`config.mk`:
```
export PLATFORM = sky130hd
export DESIGN_NAME = m_fetch_queue_flat
export DESIGN_NICKNAME = d
export VERILOG_FILES = /design/src/rtl/fetch_pkg.sv /design/src/rtl/m_fetch_queue_if.sv /design/src/rtl/m_sync_fifo.sv /design/src/rtl/m_fetch_queue.sv /design/src/flat_wrapper.sv
export SDC_FILE = /design/constraint.sdc
export NUM_CORES = 1
export LEC_CHECK = 0
export CORE_MARGIN = 2
export CORE_UTILIZATION = 30
export CTS_BUF_LIST = sky130_fd_sc_hd__clkbuf_8
export CTS_CLUSTER_SIZE = 24
export DETAILED_ROUTE_END_ITERATION = 10
export PLACE_DENSITY = 0.5
export SETUP_SLACK_MARGIN = 0.5
export SLEW_MARGIN = 20
export SYNTH_ARGS = -nofsm -noshare
export SYNTH_HDL_FRONTEND = slang
export SYNTH_HIERARCHICAL = 1
export SYNTH_SLANG_ARGS = --single-unit
```
`constraint.sdc`:
```
create_clock -name w_clk -period 10.9 [get_ports w_clk]
set_clock_uncertainty 0.2 [all_clocks]
set_input_delay 2.18 -clock w_clk [delete_from_list [all_inputs] [get_ports w_clk]]
set_output_delay 2.18 -clock w_clk [all_outputs]
set_load 0.005 [all_outputs]
```
`src/rtl/fetch_pkg.sv`:
```
// Shared fetch-path constants and the instruction-queue entry layout.
package fetch_pkg;

    localparam int              XLEN             = 32;
    localparam int              ILEN             = 32;
    localparam logic [ILEN-1:0] NOP_INSN         = 32'h0000_0013;
    localparam logic [XLEN-1:0] DEFAULT_RESET_PC = 32'h0000_0000;

    typedef struct packed {
        logic [ILEN-1:0] ir;
        logic [XLEN-1:0] pc;
    } fq_entry_t;

endpackage

```
`src/rtl/m_fetch_queue_if.sv`:
```
// Bundle of the redirect, instruction-memory and ID-stage signals around the fetch queue.
interface m_fetch_queue_if;
    import fetch_pkg::*;

    logic            w_redir;
    logic [XLEN-1:0] w_redir_pc;

    logic            w_imem_req;
    logic [XLEN-1:0] w_imem_adr;
    logic            w_imem_gnt;
    logic            w_imem_rvalid;
    logic [ILEN-1:0] w_imem_rdata;

    logic            w_id_valid;
    logic [ILEN-1:0] w_id_ir;
    logic [XLEN-1:0] w_id_pc;
    logic [XLEN-1:0] w_id_npc;
    logic            w_id_ready;

    // master is the fetch queue; slave is the surrounding core/memory
    modport master (
        input  w_redir, w_redir_pc, w_imem_gnt, w_imem_rvalid, w_imem_rdata, w_id_ready,
        output w_imem_req, w_imem_adr, w_id_valid, w_id_ir, w_id_pc, w_id_npc
    );

    modport slave (
        output w_redir, w_redir_pc, w_imem_gnt, w_imem_rvalid, w_imem_rdata, w_id_ready,
        input  w_imem_req, w_imem_adr, w_id_valid, w_id_ir, w_id_pc, w_id_npc
    );

endinterface

```
`src/rtl/m_sync_fifo.sv`:
```
// Synchronous circular FIFO; pointers carry one extra bit to tell full from empty.
module m_sync_fifo #(
    parameter int WIDTH = 64,
    parameter int DEPTH = 4
) (
    input  logic                    i_clk,
    input  logic                    i_rst_n,
    input  logic                    i_push,
    input  logic                    i_pop,
    input  logic                    i_flush,
    input  logic [WIDTH-1:0]        i_wdata,
    output logic [WIDTH-1:0]        o_rdata,
    output logic                    o_full,
    output logic                    o_empty,
    output logic [$clog2(DEPTH):0]  o_count
);
    localparam int          AW      = $clog2(DEPTH);
    localparam logic [AW:0] PTR_ONE = (AW+1)'(1);

    logic [WIDTH-1:0] r_mem [DEPTH];
    logic [AW:0]      r_wr_ptr;
    logic [AW:0]      r_rd_ptr;

    // NOTE: sequential state uses non-blocking assignments so every flop samples pre-edge values.
    always_ff @(posedge i_clk or negedge i_rst_n) begin
        if (!i_rst_n) begin
            r_wr_ptr <= '0;
            r_rd_ptr <= '0;
        end else if (i_flush) begin
            r_wr_ptr <= '0;
            r_rd_ptr <= '0;
        end else begin
            if (i_push) r_wr_ptr <= r_wr_ptr + PTR_ONE;
            if (i_pop)  r_rd_ptr <= r_rd_ptr + PTR_ONE;
        end
    end

    // NOTE: the storage array has no reset; occupancy comes only from the pointers.
    always_ff @(posedge i_clk) begin
        if (i_push && !i_flush) r_mem[r_wr_ptr[AW-1:0]] <= i_wdata;
    end

    assign o_rdata = r_mem[r_rd_ptr[AW-1:0]];
    assign o_count = r_wr_ptr - r_rd_ptr;
    assign o_empty = (r_wr_ptr == r_rd_ptr);
    assign o_full  = (r_wr_ptr[AW] != r_rd_ptr[AW]) &&
                     (r_wr_ptr[AW-1:0] == r_rd_ptr[AW-1:0]);

endmodule

```
`src/rtl/m_fetch_queue.sv`:
```
// Fetch front end: PC generator, credit-limited imem request port and an in-order
// instruction queue feeding ID; a redirect flushes the queue and drops in-flight fetches.
module m_fetch_queue
    import fetch_pkg::*;
#(
    parameter int              DEPTH    = 4,
    parameter logic [XLEN-1:0] RESET_PC = DEFAULT_RESET_PC
) (
    input logic             w_clk,
    input logic             w_rst_n,
    m_fetch_queue_if.master bus
);
    localparam int              CW      = $clog2(DEPTH) + 1;
    localparam logic [CW-1:0]   CNT_ONE = CW'(1);
    localparam logic [CW:0]     CREDITS = (CW+1)'(DEPTH);
    localparam logic [XLEN-1:0] PC_STEP = XLEN'(4);

    logic [XLEN-1:0] r_fpc;
    logic [XLEN-1:0] r_rpc;
    logic [CW-1:0]   r_out;
    logic [CW-1:0]   r_drop;
    logic [CW-1:0]   w_cnt;
    logic            w_rsp;
    logic            w_req;
    logic            w_fire;
    logic            w_push;
    logic            w_pop;
    logic            w_full;
    logic            w_empty;
    logic            w_valid;
    fq_entry_t       w_wr_ent;
    fq_entry_t       w_head;

    // A response with nothing outstanding is a protocol error and is ignored.
    assign w_rsp    = bus.w_imem_rvalid && (r_out != '0);
    // Each request reserves a queue slot, so the queue can never overflow.
    assign w_req    = w_rst_n && !bus.w_redir &&
                      (({1'b0, r_out} + {1'b0, w_cnt}) < CREDITS);
    assign w_fire   = w_req && bus.w_imem_gnt;
    assign w_push   = w_rsp && (r_drop == '0) && !bus.w_redir;
    assign w_valid  = !w_empty;
    assign w_pop    = w_valid && bus.w_id_ready && !bus.w_redir;
    assign w_wr_ent = '{ir: bus.w_imem_rdata, pc: r_rpc};

    m_sync_fifo #(
        .WIDTH ($bits(fq_entry_t)),
        .DEPTH (DEPTH)
    ) u_fifo (
        .i_clk   (w_clk),
        .i_rst_n (w_rst_n),
        .i_push  (w_push),
        .i_pop   (w_pop),
        .i_flush (bus.w_redir),
        .i_wdata (w_wr_ent),
        .o_rdata (w_head),
        .o_full  (w_full),
        .o_empty (w_empty),
        .o_count (w_cnt)
    );

    always_ff @(posedge w_clk or negedge w_rst_n) begin
        if (!w_rst_n) begin
            r_fpc  <= RESET_PC;
            r_rpc  <= RESET_PC;
            r_drop <= '0;
        end else if (bus.w_redir) begin
            r_fpc  <= bus.w_redir_pc;
            r_rpc  <= bus.w_redir_pc;
            // everything still outstanding after this cycle's response belongs to the old path
            r_drop <= r_out - (w_rsp ? CNT_ONE : '0);
        end else begin
            if (w_fire) r_fpc <= r_fpc + PC_STEP;
            if (w_push) r_rpc <= r_rpc + PC_STEP;
            if (w_rsp && (r_drop != '0)) r_drop <= r_drop - CNT_ONE;
        end
    end

    always_ff @(posedge w_clk or negedge w_rst_n) begin
        if (!w_rst_n) begin
            r_out <= '0;
        end else begin
            case ({w_fire, w_rsp})
                2'b10:   r_out <= r_out + CNT_ONE;
                2'b01:   r_out <= r_out - CNT_ONE;
                default: r_out <= r_out;
            endcase
        end
    end

    assign bus.w_imem_req = w_req;
    assign bus.w_imem_adr = r_fpc;
    assign bus.w_id_valid = w_valid;
    assign bus.w_id_ir    = w_valid ? w_head.ir : NOP_INSN;
    assign bus.w_id_pc    = w_valid ? w_head.pc : '0;
    assign bus.w_id_npc   = bus.w_id_pc + PC_STEP;

    a_rsp_credit: assert property (@(posedge w_clk) disable iff (!w_rst_n)
        bus.w_imem_rvalid |-> (r_out != '0));

    a_no_overflow: assert property (@(posedge w_clk) disable iff (!w_rst_n)
        w_push |-> (!w_full || w_pop));

endmodule

```
`src/flat_wrapper.sv`:
```
// flat-port wrapper written by rule: the top's interface ports become plain ports
module m_fetch_queue_flat import fetch_pkg::*;
#(
    parameter int              DEPTH    = 4,
    parameter logic [XLEN-1:0] RESET_PC = DEFAULT_RESET_PC
)
  (w_clk, w_rst_n, bus_w_redir, bus_w_redir_pc, bus_w_imem_gnt, bus_w_imem_rvalid, bus_w_imem_rdata, bus_w_id_ready, bus_w_imem_req, bus_w_imem_adr, bus_w_id_valid, bus_w_id_ir, bus_w_id_pc, bus_w_id_npc);
  m_fetch_queue_if bus_i ();
  input logic w_clk;
  input logic w_rst_n;
  input wire logic [$bits(bus_i.w_redir)-1:0] bus_w_redir;
  input wire logic [$bits(bus_i.w_redir_pc)-1:0] bus_w_redir_pc;
  input wire logic [$bits(bus_i.w_imem_gnt)-1:0] bus_w_imem_gnt;
  input wire logic [$bits(bus_i.w_imem_rvalid)-1:0] bus_w_imem_rvalid;
  input wire logic [$bits(bus_i.w_imem_rdata)-1:0] bus_w_imem_rdata;
  input wire logic [$bits(bus_i.w_id_ready)-1:0] bus_w_id_ready;
  output wire logic [$bits(bus_i.w_imem_req)-1:0] bus_w_imem_req;
  output wire logic [$bits(bus_i.w_imem_adr)-1:0] bus_w_imem_adr;
  output wire logic [$bits(bus_i.w_id_valid)-1:0] bus_w_id_valid;
  output wire logic [$bits(bus_i.w_id_ir)-1:0] bus_w_id_ir;
  output wire logic [$bits(bus_i.w_id_pc)-1:0] bus_w_id_pc;
  output wire logic [$bits(bus_i.w_id_npc)-1:0] bus_w_id_npc;
  assign bus_i.w_redir = bus_w_redir;
  assign bus_i.w_redir_pc = bus_w_redir_pc;
  assign bus_i.w_imem_gnt = bus_w_imem_gnt;
  assign bus_i.w_imem_rvalid = bus_w_imem_rvalid;
  assign bus_i.w_imem_rdata = bus_w_imem_rdata;
  assign bus_i.w_id_ready = bus_w_id_ready;
  assign bus_w_imem_req = bus_i.w_imem_req;
  assign bus_w_imem_adr = bus_i.w_imem_adr;
  assign bus_w_id_valid = bus_i.w_id_valid;
  assign bus_w_id_ir = bus_i.w_id_ir;
  assign bus_w_id_pc = bus_i.w_id_pc;
  assign bus_w_id_npc = bus_i.w_id_npc;
  m_fetch_queue #(.DEPTH(DEPTH), .RESET_PC(RESET_PC)) u_core (.w_clk(w_clk), .w_rst_n(w_rst_n), .bus(bus_i));
endmodule
```
==> flow_summary.json <==
{
  "power.ir.vdd_worst_v": 0.0000875,
  "clock_latency_ns": 0.63,
  "final_stage_net_count": 1293,
  "finalWeightedCongestion": 0.788,
  "first_global_vias": 9175,
  "avg_inst_size_synth_um2": 15.1,
  "drt_first_pass_iters": 5,
  "worst_slew_pin_slew_ns": 1.05,
  "run_status": "finished clean",
  "area.growth.synth_to_final_pct": 24.8,
  "fp.coreArea_mm2": 0.0487,
  "critical_path_rt_ns": 8.52,
  "cts_made_buffers": 56,
  "critPathArrivalTime_ns": 4.95,
  "fp.dieW_um": 226,
  "tns_ns": 0,
  "worstSetupPathType": "flop to output port",
  "power.static_leakage_nw": 6.19,
  "hold_buffers": 0,
  "ratio_of_cells_with_drive_above_1_in_the_final_layout": 0.145,
  "report.final.hold_viol_count": 0,
  "cts.reportedPaths.clkPinSlew_ns": 0.05,
  "yosysWarnings": 6,
  "slew_violations": 0,
  "power_mw": 2.90,
  "final.period_utilization": 0.672,
  "post-cts-setup-buffer-count": 0,
  "fin_crit_ns": 7.33,
  "cts.sink_count": 332,
  "maxCapViolations": 0,
  "cp_max_fo": 75,
  "dieArea_mm2": 0.0509,
  "cp-end-kind": "output port",
  "dp.final_hpwl_mm": 23.8,
  "antenna_cells_inserted": 0,
  "route.detailed.wl_per_inst_um": 19.3,
  "cp-start-kind": "flop",
  "remaining_drc_errors": 0,
  "detail_route.vias_per_cell": 4.69,
  "core.rowCount": 81,
  "grt_antenna_before_repair": 0,
  "post_cts_resize_count": 0,
  "setup_viol": 0,
  "grt_overflow_total": 0,
  "grt_max_degree": 76,
  "power_density_mw_per_mm2": 158,
  "layout_setup_ws_ns": 3.57,
  "clk_path_buf_depth": 3,
  "die_height_um": 226,
  "post_synth_inst_count": 979,
  "ant_nets": 0,
  "cts.htree.levels": 2,
  "number_of_instances_in_the_placed_design": 1810,
  "initial_core_util": 0.302,
  "final_cells": 1915,
  "rsz0062_at_grt": "no",
  "tritoncts": "yes",
  "clock-root-buffer": "clkbuf_8",
  "place_worst_setup_slack_ns": 4.03,
  "synth.net_count": 1068,
  "initialDrtViolationCount": 506,
  "headroom_to_the_max_slew_limit": 0.300,
  "netlist_area_mm2": 0.0147,
  "hold_path.class": "flop to flop",
  "number_of_buffers_inserted_by_port_buffering": 199,
  "max_fclk_mhz": 137,
  "global_route.usage.total": 0.145,
  "num_io_pins": 200,
  "grt_first_pass_wirelength_mm": 55.8,
  "vias": 8988,
  "postRouteWirelength_mm": 37.0
}
[critical path: stages (launching register included)]
cell and delay (ns):
dfrtp_4 0.89, ha_1 0.37, nand2_1 0.10, nor2_4 0.03, buf_4 0.33, inv_1 0.23, nand2_1 0.11, inv_1 0.09
ha_1 0.21, and2_1 0.19, nand4_1 0.49, or3_1 0.53, a21oi_1 0.14, clkdlybuf4s50_1 0.52
[layout make-up]
| class | count | area [um^2] |
|---|---|---|
| Timing Repair Buffer | 210 | 2070 |
| Tap cell | 664 | 831 |
| Fill cell | 4677 | 30400 |
| Inverter | 33 | 124 |
| Sequential cell | 332 | 9590 |
| Multi-Input combinational cell | 571 | 4780 |
| Clock inverter | 48 | 210 |
| Clock buffer | 57 | 785 |
[stage by stage]
step | cell area [um^2] | hold WS (ns) | utilization
2_1_floorplan | 14700 | 0.276 | -
3_3_place_gp | 17400 | 0.315 | 0.357
3_5_place_dp | 17400 | 0.320 | 0.357
4_1_cts | 18400 | 0.338 | 0.377
5_1_grt | 18400 | 0.360 | 0.377
6_report | 18400 | 0.328 | 0.377
[power by group]
part | switching, mW | internal (mW)
registers | 0.0687 | 1.43
clock network | 0.499 | 0.488
logic | 0.201 | 0.221
[final timing paths]
kind,start,to,slack [ns],depth (start not counted)
max,u_core/u_fifo/r_rd_ptr[0]$_DFFE_PN0P_,bus_w_id_npc[18],3.57,13
min,u_core/bus.w_imem_adr[0]$_DFFE_PN0P_,u_core/bus.w_imem_adr[0]$_DFFE_PN0P_,0.33,2
max reg2reg,u_core/u_fifo/r_rd_ptr[0]$_DFFE_PN0P_,u_core/r_out[2]$_DFFE_PN0P_,6.29,15
min reg2reg,u_core/bus.w_imem_adr[0]$_DFFE_PN0P_,u_core/bus.w_imem_adr[0]$_DFFE_PN0P_,0.33,2
max in group asynchronous,w_rst_n,u_core/u_fifo/r_rd_ptr[0]$_DFFE_PN0P_,8.11,2
min in group asynchronous,w_rst_n,u_core/bus.w_imem_adr[18]$_DFFE_PN0P_,1.29,1
[routing by layer]
layer	track usage	share of wire
met1	0.211	0.49
met2	0.218	0.43
met3	0.0327	0.057
met4	0.0410	0.020
met5	0	0
[cell usage in the layout (no fill, tap or decap), types with 11 or more instances in the layout]
| cell type | n |
|---|---|
| ha_1 | 17 |
| o21ai_0 | 39 |
| nor2b_1 | 60 |
| inv_1 | 52 |
| mux2_2 | 11 |
| nand3_1 | 32 |
| nor3_1 | 22 |
| mux4_2 | 64 |
| clkdlybuf4s50_1 | 197 |
| nand4_1 | 27 |
| buf_4 | 12 |
| xor2_1 | 28 |
| o211ai_1 | 11 |
| xnor2_1 | 44 |
| clkbuf_8 | 57 |
| a21oi_1 | 11 |
| nor2_1 | 38 |
| nand2_1 | 67 |
| dfrtp_1 | 74 |
| clkinv_1 | 16 |
| edfxtp_1 | 256 |
| and3_1 | 12 |
[state kept, by name (all words and copies together), names as in the netlist]
name	cells
u_core/u_fifo/r_rd_ptr	3
u_core/u_fifo/r_mem	256
u_core/r_out	3
u_core/bus.w_imem_adr	32
u_core/r_drop	3
u_core/u_fifo/r_wr_ptr	3
u_core/r_rpc	32
Note: power is estimated with default switching activity, not from simulation.
